**src/rtl/fetch_stage.sv**
```systemverilog
// Instruction-fetch stage: next-PC selection, one-cycle imem latency tracking,
// and a registered IF/ID boundary backed by a one-entry skid buffer.
module fetch_stage #(
  parameter int                  PC_WIDTH    = 6,
  parameter int                  INSTR_WIDTH = 32,
  parameter logic [PC_WIDTH-1:0] RESET_PC    = '0
) (
  input  logic                   clk,
  input  logic                   rst,
  input  logic [PC_WIDTH-1:0]    pc,
  output logic [PC_WIDTH-1:0]    pc_next,
  output logic [PC_WIDTH-1:0]    imem_addr,
  input  logic [INSTR_WIDTH-1:0] imem_data,
  input  logic                   stall,
  input  logic                   branch_taken,
  input  logic [PC_WIDTH-1:0]    branch_target,
  input  logic                   jump,
  input  logic [PC_WIDTH-1:0]    jump_target,
  output logic                   valid_out,
  output logic [INSTR_WIDTH-1:0] instr_out,
  output logic [PC_WIDTH-1:0]    pc_out,
  output logic [PC_WIDTH-1:0]    pc_plus1_out
);

  logic                   redirect;
  logic                   f1_valid;
  logic [PC_WIDTH-1:0]    f1_pc;
  logic                   skid_valid;
  logic [INSTR_WIDTH-1:0] skid_instr;
  logic [PC_WIDTH-1:0]    skid_pc;

  assign redirect  = branch_taken | jump;
  assign imem_addr = pc;

  always_comb begin
    pc_next = pc + PC_WIDTH'(1);
    if (rst)               pc_next = RESET_PC;
    else if (branch_taken) pc_next = branch_target;
    else if (jump)         pc_next = jump_target;
    else if (stall)        pc_next = pc;
  end

  // f1 tracks the fetch whose data shows up on imem_data next cycle.
  always_ff @(posedge clk) begin
    f1_pc <= pc;
    if (rst) begin
      f1_valid     <= 1'b0;
      skid_valid   <= 1'b0;
      skid_instr   <= '0;
      skid_pc      <= '0;
      valid_out    <= 1'b0;
      instr_out    <= '0;
      pc_out       <= '0;
      pc_plus1_out <= PC_WIDTH'(1);
    end else if (redirect) begin
      f1_valid   <= 1'b0;
      skid_valid <= 1'b0;
      valid_out  <= 1'b0;
      instr_out  <= '0;
    end else if (stall) begin
      // PC is held, so the fetch issued now is dropped and reissued later.
      f1_valid <= 1'b0;
      if (f1_valid) begin
        skid_valid <= 1'b1;
        skid_instr <= imem_data;
        skid_pc    <= f1_pc;
      end
    end else begin
      f1_valid <= 1'b1;
      if (skid_valid) begin
        skid_valid   <= 1'b0;
        valid_out    <= 1'b1;
        instr_out    <= skid_instr;
        pc_out       <= skid_pc;
        pc_plus1_out <= skid_pc + PC_WIDTH'(1);
      end else if (f1_valid) begin
        valid_out    <= 1'b1;
        instr_out    <= imem_data;
        pc_out       <= f1_pc;
        pc_plus1_out <= f1_pc + PC_WIDTH'(1);
      end else begin
        valid_out <= 1'b0;
        instr_out <= '0;
      end
    end
  end

  // A second skid entry would be needed if both were ever valid together.
  assert property (@(posedge clk) disable iff (rst) !(skid_valid && f1_valid));

endmodule

```
**config.mk**
```make
export PLATFORM = sky130hd
export DESIGN_NAME = fetch_stage
export DESIGN_NICKNAME = d
export VERILOG_FILES = /design/src/rtl/fetch_stage.sv
export SDC_FILE = /design/constraint.sdc
export NUM_CORES = 1
export LEC_CHECK = 0
export CAP_MARGIN = 20
export CORE_MARGIN = 8
export CORE_UTILIZATION = 35
export DETAILED_ROUTE_END_ITERATION = 10
export PLACE_DENSITY_LB_ADDON = 0.3
export SLEW_MARGIN = 25
export SYNTH_ARGS = -nofsm -noshare
export SYNTH_HDL_FRONTEND = slang
export SYNTH_SLANG_ARGS = --single-unit
```
**constraint.sdc**
```tcl
create_clock -name clk -period 1.5 [get_ports clk]
set_clock_uncertainty 0.05 [all_clocks]
set_input_delay 0.15 -clock clk [delete_from_list [all_inputs] [get_ports clk]]
set_output_delay 0.15 -clock clk [all_outputs]
set_load 0.005 [all_outputs]
```
After elaboration in Yosys (flattened, before gate mapping)
Index checks and enable logic that the tools add are counted.
Storage, ports and cells
  register bits: 91
  logic and storage cells: 33
  input port bits: 55
Operators by class
  reductions and logical operators: 5
  add/subtract/negate cells: 3
  muxes and demuxes: 13
  bitwise operators: 3
Operators with widths (number)
  32-bit two-way mux: 2
  6-bit two-way mux: 8
  6-bit by 1-bit adder with 6-bit output (second input constant): 3
  3-bit AND reduction: 2
  1-bit two-way mux: 3
  3-bit OR reduction: 1
  1-bit inverter: 2
  2-bit nonzero test: 1
  2-bit OR reduction: 1
  1-bit bitwise OR: 1

Logic depth before layout (Yosys ltp)
  word-level depth: 5
  gate-level depth with buffers: 7
  depth with buffers taken out: 6

Worst setup path before layout
OpenSTA, ideal clock, no wires.
  kind: register to register
  start: register skid_valid
  end: register pc_plus1_out[3]
  arrival: 1385 ps
  setup time: 115 ps
  required time: 1335 ps
  path slack: -50 ps
  period minus slack after synthesis: 1550 ps
  stages on the path, launching flop included: 7
  path through: dfxtp_1 -> buf_6 -> nor2_4 -> or4_1 -> buf_2 -> and3_2 -> a31o_1
On the way
  cells in the longest elaborated chain, start to end: 2
RTL lines
  start, declared: line 28  | logic skid_valid;
  start signal, assigned: line 48  | skid_valid <= 1'b0;
  start signal, assigned: line 57  | skid_valid <= 1'b0;
  start signal, assigned: line 64  | skid_valid <= 1'b1;
  2-bit nonzero test (no source line)
  3-bit AND reduction (no source line)
  end signal, assigned: line 75  | pc_plus1_out <= skid_pc + PC_WIDTH'(1);
  end signal, assigned: line 80  | pc_plus1_out <= f1_pc + PC_WIDTH'(1);
  end, declared: line 22  | output logic [PC_WIDTH-1:0] pc_plus1_out
Parallel ways exist; a longest one is shown, timed or not.
A chain may end at the register's enable or synchronous reset.

Final worst setup path
  start: register skid_valid
  end: register pc_plus1_out[5]
Same word-level chain as after synthesis.

==> results.txt <==
status: finished with violations
failing checks: negative setup slack
post-DR vias/cell: 5.04
pin count of the biggest net entering global routing: 71
Worst EP arrival: 1.73 ns
#FFs+latches synth: 91
placed cells: 692
DR vias: 3612
row count: 38
Unique masters post-synth: 40
area delta synth->final: 50.7%
final hold violations: 0
# diodes: 0
CTS Buf Count: 9
die area: 14400 um2
Critical R2R Capture: pc_plus1_out[5]
H-tree Lvls: 3
Critical Path Start Type: register
I/O Buffers: 111
chip width: 120 um
IO Count: 112
Max Clock Freq: 0.658 GHz
max-slew violations: 0
Critical Path Sink Type: register
actual slew at the worst max-slew pin: 0.531 ns
DRT antenna net count: 0
hold_sp: pc[0]
EDFF count, synth: 0
Tot GR Track Use: 14.6%
RSZ-0062 raised after global routing: yes
worst vdd ir: 0.000588 V
clock-pin slew of the registers on the worst-case setup and hold paths: 0.09 ns
total wire length: 10.8 mm
Post-Syn Area: 3770 um2
Tot Pwr: 4.71 mW
crit path from: skid_valid
Worst-Skew Late Latency: 0.36 ns
final non-filler cell total: 716
CTS tree: yes
Avg WL per Cell: 15.1 um
min-delay worst type: in -> reg
sequential area share after synthesis: 48.3%
dpl hpwl: 7.40 mm
clk sinks: 91
async set-reset flop share out of synthesis: 0%
DRC errors left: 0
setup TNS: -0.0199 ns
commonest non-fill, non-tap cell in the layout: nand2_1
first-pass GRT wire length: 17.3 mm
hold path endpoint: f1_pc[0]
Period minus WS final: 1.52 ns
Period Utilization, post-route: 101%
Final Hold Slack: 0.0129 ns
DIE HEIGHT: 120 um
Setup WS post-layout: -0.0199 ns
synth warn: 0
Syn Nets: 498
crit path max fanout: 5
max-cap violation count: 0
R2R setup slack: -0.02 ns
Main synth FF type: dfxtp_1
layout cell share with drive strength beyond 1: 19.3%
Final GP Congestion: 0.803
CTS root buf: clkbuf_8
first-pass detailed-route iteration total: 4
Leakage: 2.09 nW
WHS Path Cells: 2
vias in the first global route: 3527
Setup CP Type: reg -> reg
nets@finish: 629
GR Overflow Total: 0
Finished Core Util: 53.2%
Initial Utilization: 35.3%
slew margin rel.: 64.6%
most frequent cells in the layout: nand2_1, clkdlybuf4s50_1, dfxtp_1
Critical Path RT: 1.71 ns
Cells after Synth: 441
Register-to-Register Path Depth: 5
Placeable Area: 10700 um2
Clock Path Buffers: 2
Crit Reg-Reg Startpoint: skid_valid
pwr/cell area: 828 nW/um2
Finish-stage setup viols: 1
Mean Syn Cell Area: 8.56 um2
initial antenna violation count: 0
drt initial violations: 214
[power by group]
group          internal, mW  total, mW  switching, mW
registers              2.44       2.46         0.0192
clock network         0.774       1.64          0.867
logic                 0.342      0.609          0.266
total                  3.56       4.71           1.15
[final cells by class]
type,instances,area [um2]
repair buffers,162,1540
well taps,140,175
clock inverters,5,62.6
clock buffers,10,128
flip-flops and latches,91,1830
multi-input cells,304,1940
fillers,995,5010
inverters,4,15.0
[registers in the layout, summed over array words and instances (netlist names)]
register / flops
skid_pc: 6
pc_out: 6
skid_valid: 1
pc_plus1_out: 6
skid_instr: 32
valid_out: 1
f1_valid: 1
instr_out: 32
f1_pc: 6
[cell families after synthesis]
logic type / count (synthesis) / share of synthesized area, %
compound gates: 97 / 17.4
fa+ha+maj: 2 / 0.663
buf+inv: 46 / 6.03
mux: 8 / 2.22
flops: 91 / 48.3
simple gates: 191 / 24.0
xor+xnor: 6 / 1.39
[how the worst max path moves through the flow]
stage / depth (start not counted) / endpoint
global placement: 6 / pc_next[5]
floorplan: 6 / pc_plus1_out[3]
global route: 5 / pc_plus1_out[5]
CTS: 5 / pc_plus1_out[5]
detailed placement: 6 / pc_next[5]
finish: 5 / pc_plus1_out[5]
[layer usage]
layer | share of wire, % | GRT usage [%]
met1 | 44 | 17.7
met2 | 49 | 23.8
met3 | 5.4 | 4.09
met4 | 1.5 | 5.85
met5 | 0 | 0
[worst max-delay path: stages, from the launching register on]
cell and delay (ns):
dfxtp_4 0.42, buf_8 0.14, mux2i_4 0.26, nor2_2 0.07, a2111o_1 0.41, o311ai_1 0.07
[synth_stat cells, drive strengths merged (2+ instances only)]
master	instances	share of area, %
o21a	2	0.40
o311ai	2	0.46
ha	2	0.66
clkbuf	20	2.0
nand2b	4	0.66
o211ai	3	0.60
xor2	2	0.46
inv	4	0.40
a221oi	31	7.2
dfxtp	91	48
nor3	33	4.4
a211oi	5	0.99
nand4b	2	0.46
buf	22	3.6
mux2i	8	2.2
nor2b	32	5.3
nand2	95	9.4
and3	2	0.36
nor2	16	1.8
xnor2	4	0.93
o21ai	2	0.27
nand3	2	0.27
a21oi	46	6.1
[stage by stage]
stage	worst slack, ns	cell area [um2]
detailed placement	-0.704	5220
CTS	-0.0106	5480
finish	-0.0199	5690
floorplan	-0.0502	3790
global route	-0.0832	5690
global placement	-0.692	5220
[timing repair]
item | in CTS | in global routing
resized for setup | 41 | 40
endpoints found under the setup margin | 18 | 64
pin swaps | 6 | 6
buffers inserted | 5 | 1
hold buffers | 1 | 1
endpoints found under the hold margin | 1 | 1
cloned | 0 | 1
(Power assumes the default switching activity.)
